## config.mk

```make
export PLATFORM = sky130hd
export DESIGN_NAME = x_lut6_cfg_loader
export DESIGN_NICKNAME = d
export VERILOG_FILES = /design/src/rtl/x_lut_cfg_pkg.sv /design/src/rtl/x_lut6_cfg_loader.sv
export SDC_FILE = /design/constraint.sdc
export NUM_CORES = 1
export LEC_CHECK = 0
export CAP_MARGIN = 20
export CELL_PAD_IN_SITES_DETAIL_PLACEMENT = 1
export CELL_PAD_IN_SITES_GLOBAL_PLACEMENT = 1
export CORE_MARGIN = 10
export CORE_UTILIZATION = 43
export CTS_CLUSTER_SIZE = 16
export DETAILED_ROUTE_END_ITERATION = 6
export GPL_TIMING_DRIVEN = 0
export PLACE_DENSITY_LB_ADDON = 0.15
export SLEW_MARGIN = 20
export SYNTH_ARGS = -nofsm -noshare
export SYNTH_HDL_FRONTEND = slang
export SYNTH_SLANG_ARGS = --single-unit
```

## constraint.sdc

```tcl
create_clock -name CLK -period 7 [get_ports CLK]
set_clock_uncertainty 0.05 [all_clocks]
set_input_delay 1.4 -clock CLK [delete_from_list [all_inputs] [get_ports CLK]]
set_output_delay 1.4 -clock CLK [all_outputs]
set_load 0.02 [all_outputs]
```

## src/rtl/x_lut_cfg_pkg.sv

```systemverilog
// Shared definitions for the LUT6 truth-table configuration loader.
package x_lut_cfg_pkg;

  typedef enum logic [1:0] {
    IDLE = 2'd0,
    LOAD = 2'd1,
    FULL = 2'd2
  } cfg_state_e;

  localparam int LUT_BITS  = 64;
  localparam int CFG_BYTES = 8;
  localparam int BYTE_W    = 8;

  // Low bit position of byte k inside the 64-bit table.
  // In MSB-first order byte k lands at 8*(7-k), and 7-k is the bitwise
  // complement of a 3-bit k.
  function automatic logic [5:0] byte_lo(input logic [2:0] k, input logic msb_first);
    logic [5:0] lo;
    if (msb_first) begin
      lo = {~k, 3'b000};
    end else begin
      lo = {k, 3'b000};
    end
    return lo;
  endfunction

endpackage

```

## src/rtl/x_lut6_cfg_loader.sv

```systemverilog
// Byte-stream loader for a run-time reconfigurable LUT6 truth table.
// Bytes are assembled in a shadow register; COMMIT promotes the complete
// shadow table to TABLE in a single edge so the downstream LUT never sees
// a partially written table.
module x_lut6_cfg_loader
  import x_lut_cfg_pkg::*;
#(
  parameter logic [63:0] INIT      = 64'h0000000000000000,
  parameter logic        MSB_FIRST = 1'b0
) (
  input  logic        CLK,
  input  logic        RST_N,
  input  logic        CFG_VALID,
  output logic        CFG_READY,
  input  logic [7:0]  CFG_DATA,
  input  logic        CFG_LAST,
  input  logic        COMMIT,
  input  logic        ABORT,
  input  logic        ERR_CLR,
  output logic [63:0] TABLE,
  output logic        SHADOW_FULL,
  output logic        BUSY,
  output logic        ERR,
  output logic [7:0]  COMMIT_CNT
);

  cfg_state_e  state_r;
  logic [2:0]  byte_idx_r;
  logic [63:0] shadow_r;
  logic [63:0] table_r;
  logic        ready_r;
  logic        full_r;
  logic        busy_r;
  logic        err_r;
  logic [7:0]  commit_cnt_r;

  logic        accept_s;
  logic        last_pos_s;

  // A byte moves on any edge where the source offers it and we are not holding a full table.
  assign accept_s   = CFG_VALID & ready_r;
  assign last_pos_s = (byte_idx_r == 3'd7);

  // Load/commit FSM with all status outputs registered alongside the state.
  always_ff @(posedge CLK or negedge RST_N) begin
    if (!RST_N) begin
      state_r      <= IDLE;
      byte_idx_r   <= 3'd0;
      shadow_r     <= 64'h0000000000000000;
      table_r      <= INIT;
      ready_r      <= 1'b1;
      full_r       <= 1'b0;
      busy_r       <= 1'b0;
      err_r        <= 1'b0;
      commit_cnt_r <= 8'd0;
    end else begin
      // Clear first; a framing error detected below on the same edge overrides it.
      if (ERR_CLR) begin
        err_r <= 1'b0;
      end

      if (ABORT) begin
        // Abort outranks commit and any byte offered this cycle.
        state_r    <= IDLE;
        byte_idx_r <= 3'd0;
        full_r     <= 1'b0;
        busy_r     <= 1'b0;
        ready_r    <= 1'b1;
      end else begin
        case (state_r)
          IDLE, LOAD: begin
            if (accept_s) begin
              shadow_r[byte_lo(byte_idx_r, MSB_FIRST) +: BYTE_W] <= CFG_DATA;
              if (CFG_LAST && last_pos_s) begin
                state_r    <= FULL;
                byte_idx_r <= 3'd0;
                full_r     <= 1'b1;
                busy_r     <= 1'b0;
                ready_r    <= 1'b0;
              end else if (CFG_LAST || last_pos_s) begin
                // Early LAST or missing LAST: framing error, drop the partial table.
                state_r    <= IDLE;
                byte_idx_r <= 3'd0;
                busy_r     <= 1'b0;
                err_r      <= 1'b1;
              end else begin
                state_r    <= LOAD;
                byte_idx_r <= byte_idx_r + 3'd1;
                busy_r     <= 1'b1;
              end
            end
          end
          FULL: begin
            if (COMMIT) begin
              table_r      <= shadow_r;
              commit_cnt_r <= commit_cnt_r + 8'd1;
              state_r      <= IDLE;
              full_r       <= 1'b0;
              ready_r      <= 1'b1;
            end
          end
          default: begin
            state_r    <= IDLE;
            byte_idx_r <= 3'd0;
            full_r     <= 1'b0;
            busy_r     <= 1'b0;
            ready_r    <= 1'b1;
          end
        endcase
      end
    end
  end

  assign CFG_READY   = ready_r;
  assign TABLE       = table_r;
  assign SHADOW_FULL = full_r;
  assign BUSY        = busy_r;
  assign ERR         = err_r;
  assign COMMIT_CNT  = commit_cnt_r;

endmodule

```

==> flow_summary.json, run 1 <==
{
  "status": "finished, final reports clean",
  "drv_cap": 0,
  "synth_area_leaders": "dfrtp_1, nand2_1, mux2_2",
  "dr.pass1.iters": 4,
  "io_pins": 91,
  "period_minus_slack_ns": 3.24,
  "syn_nets": 528,
  "syn_to_final_growth_pct": 30.0,
  "cts_max_level": 4,
  "crit_buf_inv": 3,
  "drcViolationCount": 0,
  "crit_type": "input port to flop",
  "numCtsBuffers": 17,
  "ys_seq_area_share_pct": 61.5,
  "finalHoldViolCount": 0,
  "yosysUniqueCellTypes": 41,
  "dpl.hpwl_um": 10200,
  "syn_area_per_cell_um2": 11.6,
  "hold_path.class": "flop to flop",
  "synth_seq_cells": 145,
  "power.total_mw": 1.89,
  "worstPathArrival_ns": 3.49,
  "grt_usage_pct": 16.5,
  "critPathTopFamily": "buffers and inverters",
  "yosysWarnings": 0,
  "drive_gt1_share_pct": 17.2,
  "root_buffer": "clkbuf_16",
  "cp.depth": 6,
  "place_congestion": 0.775,
  "synth_area_um2": 5900,
  "cts_sinks": 145,
  "setup_viol": 0,
  "r2r_start": "byte_idx_r[0]",
  "startpoint": "ABORT",
  "clk_latency_ns": 0.41,
  "overflow": 0,
  "grt_pass1_wl_um": 23700,
  "fin_nets": 638,
  "start_util_pct": 44.2,
  "rsz0062_at_grt": "no",
  "drtIter0Drc": 202,
  "tightest_slew_ns": 0.807,
  "syn_inst": 507,
  "vias": 4021,
  "yosysTopAreaCell": "dfrtp_1",
  "crit_top_cell": "clkbuf_1",
  "required_ns": 7.25,
  "finalCritPeriodShare_pct": 46.3,
  "cts_tree": "yes",
  "ff2ff_path_depth": 7,
  "max-vdd-ir-drop_mv": 0.144,
  "max_stage_delay_ns": 0.54,
  "path_clk_slew_ns": 0.06,
  "synth_top_area_share_pct": 61.1,
  "reg2reg_slack_ns": 3.99,
  "synth-async-reset-ratio_pct": 100,
  "cts_resized": 0,
  "antenna_found_initial": 0,
  "fin_hold_ws_ns": 0.416,
  "antenna_left": 0,
  "rows": 42,
  "portBuffers": 90,
  "wl_um": 14800,
  "grt_pass1_vias": 4439,
  "synth_edf_count": 0,
  "vias_per_cell": 5.00,
  "synth_flop_cell": "dfrtp_1",
  "coreArea_um2": 13300,
  "slew_violations": 0,
  "power_density_nw_per_um2": 247,
  "die_area_um2": 18800,
  "slowest_stage": "clkdlybuf4s50_1",
  "grt_max_degree": 102,
  "die_x_um": 137,
  "leakage_nw": 3.87,
  "fmaxAchievable_mhz": 308,
  "cts_hold_buf": 0,
  "cp_cell_sequence": "clkdlybuf4s50_1, nor4bb_1, clkbuf_1, clkbuf_1, nand4_1, xnor2_1",
  "reg2reg_to": "shadow_r[45]",
  "clk_path_buf_depth": 2,
  "hold_depth": 2,
  "cp-endpoint": "COMMIT_CNT[4]",
  "n_antenna_cell": 0,
  "slew_headroom_pct": 45.9,
  "die_y_um": 137,
  "critical_path.max_fanout": 10,
  "postCtsSetupBuffers": 0,
  "wl_per_cell_um": 18.3,
  "startpoint_type": "input port",
  "critPathCaptureType": "flop"
}
==> worst min-delay path, cell delays in order, from the launching register on <==
cell and delay [ns]:
dfrtp_1 0.34, nand2_1 0.05, nand2_1 0.05
==> cell families after synthesis <==
logic type	after synthesis	share of synthesized area (%)
AO/OA/AOI/OAI	12	1.61
XOR/XNOR	8	1.19
adder cells (fa/ha/maj)	6	1.27
buffers and inverters	30	2.57
flip-flops	145	61.5
multiplexers	65	13.4
AND/OR/NAND/NOR	241	18.4
==> Yosys cell counts (2+ instances only) <==
cell type / count
and2_1: 16
nand4_1: 5
a211oi_1: 2
nand2b_1: 2
inv_1: 6
mux2_4: 16
xnor2_1: 8
nand2_1: 197
buf_6: 5
a22o_1: 2
mux2_2: 49
clkbuf_1: 18
ha_1: 6
and3_1: 2
a21o_1: 2
or4_4: 2
nor4_4: 2
dfrtp_1: 144
==> stage by stage <==
stage | setup WS (ns) | instances | utilization, % | TNS (ns) | area [um2]
after CTS | 3.76 | 805 | 57.5 | 0 | 7670
after global placement | -1.22 | 773 | 52.6 | -174.21 | 7020
final | 3.76 | 805 | 57.5 | 0 | 7670
after detailed placement | 3.32 | 774 | 52.8 | 0 | 7050
after global routing | 3.55 | 805 | 57.5 | 0 | 7670
after floorplan | 4.14 | 507 | - | 0 | 5900
==> cells in the final DEF, fill, tap and decap left out, types with 3 or more instances in the layout <==
cell / n
and2_1: 16
buf_6: 5
bufinv_16: 4
clkbuf_1: 24
clkbuf_16: 17
clkbuf_8: 3
clkdlybuf4s50_1: 89
dfrtp_1: 144
ha_1: 6
inv_1: 6
mux2_2: 49
mux2_4: 16
nand2_1: 197
nand4_1: 5
xnor2_1: 8
==> registers in the layout, indices dropped and copies added (netlist names) <==
register and flops:
TABLE 64, state_r 2, shadow_r 64, CFG_READY 1, ERR 1, SHADOW_FULL 1, COMMIT_CNT 8, byte_idx_r 3
BUSY 1
==> how the worst min path moves through the flow <==
| stage | from | to | slack [ns] |
|---|---|---|---|
| 2_1_floorplan | shadow_r[0] | TABLE[0] | 0.38 |
| 3_3_place_gp | shadow_r[2] | TABLE[2] | 0.40 |
| 3_5_place_dp | shadow_r[4] | TABLE[4] | 0.40 |
| 4_1_cts | shadow_r[4] | TABLE[4] | 0.42 |
| 5_1_grt | TABLE[37] | TABLE[37] | 0.44 |
| 6_report | shadow_r[53] | TABLE[53] | 0.42 |
==> per-layer routing <==
layer | wire length (um) | vias to the layer above | track usage, %
met2 | 7370 | 85 | 27.8
li1 | - | 1875 | -
met4 | 154 | 0 | 4.74
met3 | 940 | 12 | 5.24
met5 | 0 | - | 0
met1 | 6300 | 2049 | 19.7
==> area by class of cell <==
type / count / area [um2]
buffer: 24 / 129
clock buffer: 26 / 489
clock inverter: 5 / 125
fill: 1420 / 5680
inverter: 6 / 22.5
multi-input combinational: 332 / 2120
sequential: 145 / 3630
tap: 176 / 220
timing repair buffer: 91 / 933
==> power by group <==
group	switching (mW)	total (mW)	internal [mW]
clock	0.325	0.948	0.623
combinational	0.0435	0.0758	0.0322
sequential	0.0106	0.869	0.858
total	0.379	1.89	1.51
Power figures use the tool's default switching activity.
==> run 2: changes to the inputs <==
==> constraint.sdc (replaced) <==
create_clock -name CLK -period 3.13 [get_ports CLK]
set_clock_uncertainty 0.05 [all_clocks]
set_input_delay 0.626 -clock CLK [delete_from_list [all_inputs] [get_ports CLK]]
set_output_delay 0.626 -clock CLK [all_outputs]
set_load 0.02 [all_outputs]
==> flow_summary.json, run 2 (synthesis results as in run 1) <==
{
  "status": "finished, final reports clean",
  "io_pins": 91,
  "rsz0062_at_grt": "no",
  "path_clk_slew_ns": 0.06,
  "drv_cap": 0,
  "vias_per_cell": 5.01,
  "r2r_start": "byte_idx_r[0]",
  "vias": 4033,
  "cts_sinks": 145,
  "tns_ns": 0,
  "portBuffers": 90,
  "wl_per_cell_um": 18.4,
  "place_area_um2": 7050,
  "numCtsBuffers": 17,
  "die_area_um2": 18800,
  "rows": 42,
  "antenna_left": 0,
  "die_x_um": 137,
  "reg2reg_to": "shadow_r[18]",
  "cp_cell_sequence": "clkbuf_2, inv_1, ha_1, ha_1, buf_2, inv_1, or4_4, buf_6, mux2_4",
  "tightest_slew_ns": 0.692,
  "finalCritPeriodShare_pct": 91.9,
  "wl_um": 14800,
  "slowest_stage": "or4_4",
  "setup_viol": 0,
  "clk_path_buf_depth": 2,
  "place_congestion": 0.775,
  "slew_violations": 0,
  "final_area_um2": 7680,
  "critical_path.max_fanout": 10,
  "grt_usage_pct": 16.5,
  "period_minus_slack_ns": 2.88,
  "coreArea_um2": 13300,
  "reg2reg_slack_ns": 0.25,
  "max_stage_delay_ns": 0.55,
  "ff2ff_path_depth": 9,
  "drtIter0Drc": 162,
  "grt_pass1_vias": 4439,
  "fill_cells": 1419,
  "critPathCaptureType": "flop",
  "final_cell_mix": "nand2_1, dfrtp_1, clkdlybuf4s50_1",
  "clk_latency_ns": 0.41,
  "fmaxAchievable_mhz": 348,
  "root_buffer": "clkbuf_16",
  "dpl.hpwl_um": 10200,
  "crit_type": "flop to flop",
  "antenna_found_initial": 0,
  "fin_nets": 638,
  "worstPathArrival_ns": 3.12,
  "slew_headroom_pct": 53.5,
  "syn_to_final_growth_pct": 30.1,
  "cts_tree": "yes",
  "overflow": 0,
  "drcViolationCount": 0,
  "grt_pass1_wl_um": 23700,
  "required_ns": 3.37,
  "max-vdd-ir-drop_mv": 0.324,
  "dr.pass1.iters": 4,
  "start_util_pct": 44.2,
  "power_density_nw_per_um2": 551,
  "finalHoldViolCount": 0,
  "n_antenna_cell": 0,
  "leakage_nw": 3.88,
  "startpoint_type": "flop",
  "layout_commonest_cell": "nand2_1",
  "grt_max_degree": 102,
  "die_y_um": 137,
  "drive_gt1_share_pct": 17.3,
  "hold_path.class": "input port to async pin",
  "cts_max_level": 4
}
-- run 2: cell types whose count changed in the layout (fill, tap and decap cells not counted) --
cell	delta
clkbuf_1	-1
clkbuf_2	+1
nor3_2	-1
nor3_4	+1
-- run 2: where the power goes --
part | switching [mW] | internal [mW] | leakage (nW)
registers | 0.0237 | 1.92 | 2.00
clock network | 0.722 | 1.39 | 0.299
logic | 0.0978 | 0.0723 | 1.58
-- run 2: stage by stage --
stage	total power [mW]	setup WS, ns	hold slack [ns]	instances	utilization (%)
floorplan	2.05	0.540	0.280	507	-
global placement	2.14	-4.32	0.396	773	52.6
detailed placement	2.15	0.0809	0.397	774	52.8
CTS	4.28	0.0778	0.0435	805	57.5
global route	4.39	0.0981	0.0521	805	57.5
finish	4.23	0.253	0.0469	805	57.5
-- run 2: layout make-up --
cell class                      count  area [um2]  area share (%)
Tap cell                          176         220            2.87
Sequential cell                   145        3630            47.3
Clock buffer                       26         489            6.37
Buffer                             24         130            1.70
Timing Repair Buffer               91         933            12.2
Multi-Input combinational cell    332        2130            27.7
Inverter                            6        22.5           0.293
Clock inverter                      5         125            1.63
-- run 2: routing by layer --
layer	routed length (um)	part of all wire [%]	GRT usage (%)
met3	883	5.9	5.24
met4	143	0.96	4.74
met1	6350	43	19.7
met2	7460	50	27.8
met5	0	0	0
-- run 2: what timing repair did --
item / CTS / global route
endpoints found under the setup margin: 0 / 32
setup buffers: 0 / 0
gates resized for setup: 0 / 3
hold buffers: 0 / 0
-- run 2: worst max-delay path, delay by kind of cell, from the launching register on --
kind	cells	cell delay (ns)
buffers and inverters	5	0.86
AND/OR/NAND/NOR	1	0.55
flip-flops	1	0.48
multiplexers	1	0.31
adder cells (fa/ha/maj)	2	0.50
-- run 2: worst max-delay path by stage --
| stage | startpoint | end | cells past startpoint |
|---|---|---|---|
| 2_1_floorplan | byte_idx_r[0] | shadow_r[32] | 9 |
| 3_5_place_dp | byte_idx_r[0] | shadow_r[40] | 7 |
| 6_report | byte_idx_r[0] | shadow_r[18] | 9 |
| 5_1_grt | byte_idx_r[0] | shadow_r[11] | 8 |
| 3_3_place_gp | RST_N | TABLE[43] | 1 |
| 4_1_cts | byte_idx_r[0] | shadow_r[40] | 7 |
